`config.mk`:
```
export PLATFORM = sky130hd
export DESIGN_NAME = conv_4_gray
export DESIGN_NICKNAME = d
export VERILOG_FILES = /design/src/rtl/conv_4_gray.sv
export SDC_FILE = /design/constraint.sdc
export NUM_CORES = 1
export LEC_CHECK = 0
export BUFFER_PORTS_ARGS = -buffer_cell sky130_fd_sc_hd__buf_2
export CORE_AREA = 3 3 40 42
export CTS_CLUSTER_DIAMETER = 50
export CTS_CLUSTER_SIZE = 14
export DETAILED_ROUTE_END_ITERATION = 16
export DIE_AREA = 0 0 43 45
export RECOVER_POWER = 25
export SYNTH_ARGS = -nofsm -noshare
export SYNTH_HDL_FRONTEND = slang
export SYNTH_SLANG_ARGS = --single-unit
```
`constraint.sdc`:
```
create_clock -name clk -period 1 [get_ports clk]
set_input_delay 0.1 -clock clk [delete_from_list [all_inputs] [get_ports clk]]
set_output_delay 0.1 -clock clk [all_outputs]
set_load 0.01 [all_outputs]
```
`src/rtl/conv_4_gray.sv`:
```
// conv_4_gray: registered 4-bit binary-to-Gray converter.
// The Gray code is produced by three independent realizations (behavioral,
// dataflow, structural). They are compared on every accepted cycle; any
// disagreement sets a sticky mismatch flag and bumps a saturating counter.
// gray_out is always loaded from the behavioral realization.
module conv_4_gray (
   input  logic       clk,
   input  logic       rst,
   input  logic [3:0] bin_in,
   input  logic       in_valid,
   output logic [3:0] gray_out,
   output logic       out_valid,
   output logic       mismatch,
   output logic [7:0] err_count
);

   // Three combinational realizations of the same conversion
   logic [3:0] gray_beh_s;
   logic [3:0] gray_df_s;
   wire  [3:0] gray_st_s;

   // Disagreement between realizations on the current operand
   logic       disagree_s;

   // Registered state and next-state values
   logic [3:0] gray_q;
   logic [3:0] gray_d;
   logic       valid_q;
   logic       valid_d;
   logic       mismatch_q;
   logic       mismatch_d;
   logic [7:0] err_q;
   logic [7:0] err_d;

   // Behavioral realization: each Gray bit computed procedurally
   always_comb begin
      gray_beh_s    = 4'b0000;
      gray_beh_s[3] = bin_in[3];
      gray_beh_s[2] = bin_in[3] ^ bin_in[2];
      gray_beh_s[1] = bin_in[2] ^ bin_in[1];
      gray_beh_s[0] = bin_in[1] ^ bin_in[0];
   end

   // Dataflow realization: XOR of the operand with itself shifted right by one
   assign gray_df_s = bin_in ^ (bin_in >> 1);

   // Structural realization: gate primitives, buffer on the MSB
   buf u_buf_g3 (gray_st_s[3], bin_in[3]);
   xor u_xor_g2 (gray_st_s[2], bin_in[3], bin_in[2]);
   xor u_xor_g1 (gray_st_s[1], bin_in[2], bin_in[1]);
   xor u_xor_g0 (gray_st_s[0], bin_in[1], bin_in[0]);

   // Cross-check: 4-state inequality so an X/Z on any path also counts as a fault
   always_comb begin
      disagree_s = 1'b0;
      if ((gray_beh_s !== gray_df_s) || (gray_beh_s !== gray_st_s)) begin
         disagree_s = 1'b1;
      end else begin
         disagree_s = 1'b0;
      end
   end

   // Next-state: load on accepted input, hold otherwise; counter saturates at 255
   always_comb begin
      gray_d     = gray_q;
      valid_d    = in_valid;
      mismatch_d = mismatch_q;
      err_d      = err_q;
      if (in_valid) begin
         gray_d = gray_beh_s;
         if (disagree_s) begin
            mismatch_d = 1'b1;
            if (err_q != 8'd255) begin
               err_d = err_q + 8'd1;
            end else begin
               err_d = err_q;
            end
         end else begin
            mismatch_d = mismatch_q;
            err_d      = err_q;
         end
      end else begin
         gray_d     = gray_q;
         mismatch_d = mismatch_q;
         err_d      = err_q;
      end
   end

   // State registers with synchronous reset that overrides any valid input
   always_ff @(posedge clk) begin
      if (rst) begin
         gray_q     <= 4'b0000;
         valid_q    <= 1'b0;
         mismatch_q <= 1'b0;
         err_q      <= 8'd0;
      end else begin
         gray_q     <= gray_d;
         valid_q    <= valid_d;
         mismatch_q <= mismatch_d;
         err_q      <= err_d;
      end
   end

   assign gray_out  = gray_q;
   assign out_valid = valid_q;
   assign mismatch  = mismatch_q;
   assign err_count = err_q;

endmodule

```
==> flow_summary.toml <==
[clock_tree]
path_clk_slew_ps = 40
cts_hold_buf = 0
insertion_delay_ps = 240
cts_buffers = 3
cts_tree = "yes"
cts_setup_buffers = 0
cts-root-buf = "clkbuf_4"
h-tree-depth = 1
cts_sinks = 5
post_cts_resized = 0
clk_path_buf_depth = 2

[route]
ant_nets = 0
drc = 0
vias_per_cell = 3.30
wirelength_um = 453
drtIter0Drc = 1
firstDrtPassIters = 2
via_count = 185
routedWlPerCell_um = 8.09

[critical_path]
path_class = "flop to primary output"
cp_max_fo = 2
worstPathArrival_ps = 700
critPathBufInv = 1
max_stage_delay_ps = 330
path_cells = "buf_2"
worst_ep_required_time_ps = 900
cp-start-kind = "flop"
end_kind = "primary output"
crit_family = "flip-flops"
crit_slowest_cell = "dfxtp_1"

[floorplanning]
dieArea_um2 = 1940
dieHeight_um = 45
die_width_um = 43
io_pins = 21
rows = 13
core_um2 = 1280
start_util = 0.200

[yosys]
synth_top_family_by_area = "buffers and inverters"
synth_compound_area_frac = 0.0878
netlist_area_um2 = 256
synth_xor_area_frac = 0.102
synthAdderAreaFrac = 0
yosys.area_share.simple = 0.0829
avgSynthCellArea_um2 = 9.16
yosysWarningCount = 0
synth_area_leader_cell = "dfxtp_1"
synth-seq-cells = 5
netlist_top_cells_area = "dfxtp_1, buf_4, xnor2_1, a211oi_1, nor2_1"
synthCells = 28
yosysUniqueCellTypes = 9
synth_top_area_share = 0.390
seq_area_frac_synth = 0.390
synth_mux_area_frac = 0.0390

[layout]
final_common_cell = "buf_2"
n_fill_cell = 142
stdcell_area_um2 = 313
layout.cells.non_filler = 56
synthToLayoutAreaGrowth_pct = 22.0
post-route-util = 0.243
layout_common_cells = "buf_2, conb_1, dfxtp_1"
drive_above_1_share = 0.317
antenna_cells = 0
fin_nets = 49

[outcome]
outcome = "finished clean"

[timing]
finalMaxSlewViolations = 0
finalSetupViolations = 0
hold_viol_final = 0
finalSetupTns_ps = 0
fmax_mhz = 1250
fin_skew_ps = 0
period_minus_slack_ps = 799
fin_crit_sh = 0.799
rsz0062_at_grt = "false"

[global_routing]
grt_usage = 0.0550
grt_overflow = 0
grt_first_pass_wirelength_um = 724
grt_pass1_vias = 154
grt_antenna_before_repair = 0
grt_max_degree = 9

[placed_design]
dp_cells = 52
io_buffer_count = 11
place_congestion = 0.661
post_dp_cell_area_um2 = 288

[pwr]
total_power_uw = 531
p_per_area_nw_per_um2 = 1700
ir_drop_mv = 0.889
cellLeakagePower_uw = 0.000156

[worst_hold_path]
hold_class = "input pin to flop"

[run]
cap_violations = 0
[per-stage QoR]
stage / hold WS, ps / setup WS [ps]
2_1_floorplan: 172 / 332
3_3_place_gp: 334 / 369
3_5_place_dp: 333 / 344
4_1_cts: 75.8 / 193
5_1_grt: 94.5 / 156
6_report: 85.2 / 201
[cells in the mapped netlist]
cell type,n
buf_2,1
buf_4,9
mux2i_1,1
nor2b_1,1
dfxtp_1,5
a211oi_1,3
xnor2_1,3
conb_1,1
nor2_1,4
[cells by family after synthesis]
logic type                Yosys count
other                               1
xor gates and xnor gates            3
buffers and inverters              10
AOI/OAI and AO/OA                   3
DFF                                 5
and+or+nand+nor                     5
muxes                               1
[area by class of cell]
cell class | instances | area, um2 | share of cell area
tap | 15 | 18.8 | 0.0600
multi-input combinational | 21 | 114 | 0.364
sequential | 5 | 100 | 0.320
timing repair buffer | 11 | 53.8 | 0.172
clock buffer | 4 | 26.3 | 0.0840
[flip-flops by register name (all words and copies together) (netlist names)]
register   count
out_valid      1
gray_out       4
[power by group]
group	switching, uW	internal (uW)	total [uW]
combinational	49.3	33.8	83.1
clock	76.8	150	227
sequential	5.91	214	220
[layer usage]
layer	global-route usage	routed length, um	up-vias
met3	0.0637	62	0
li1	-	-	98
met4	0	0	0
met5	0	0	-
met1	0.0604	193	74
met2	0.0749	197	13
[path summary, 6_finish.rpt]
path	startpoint	end	slack, ps	cells after the start
max	gray_out[1]	gray_out[1]	200	1
min	rst	out_valid	90	2
max reg2reg	gray_out[2]	gray_out[2]	350	2
min reg2reg	gray_out[3]	gray_out[3]	490	2
(Power assumes the default switching activity.)
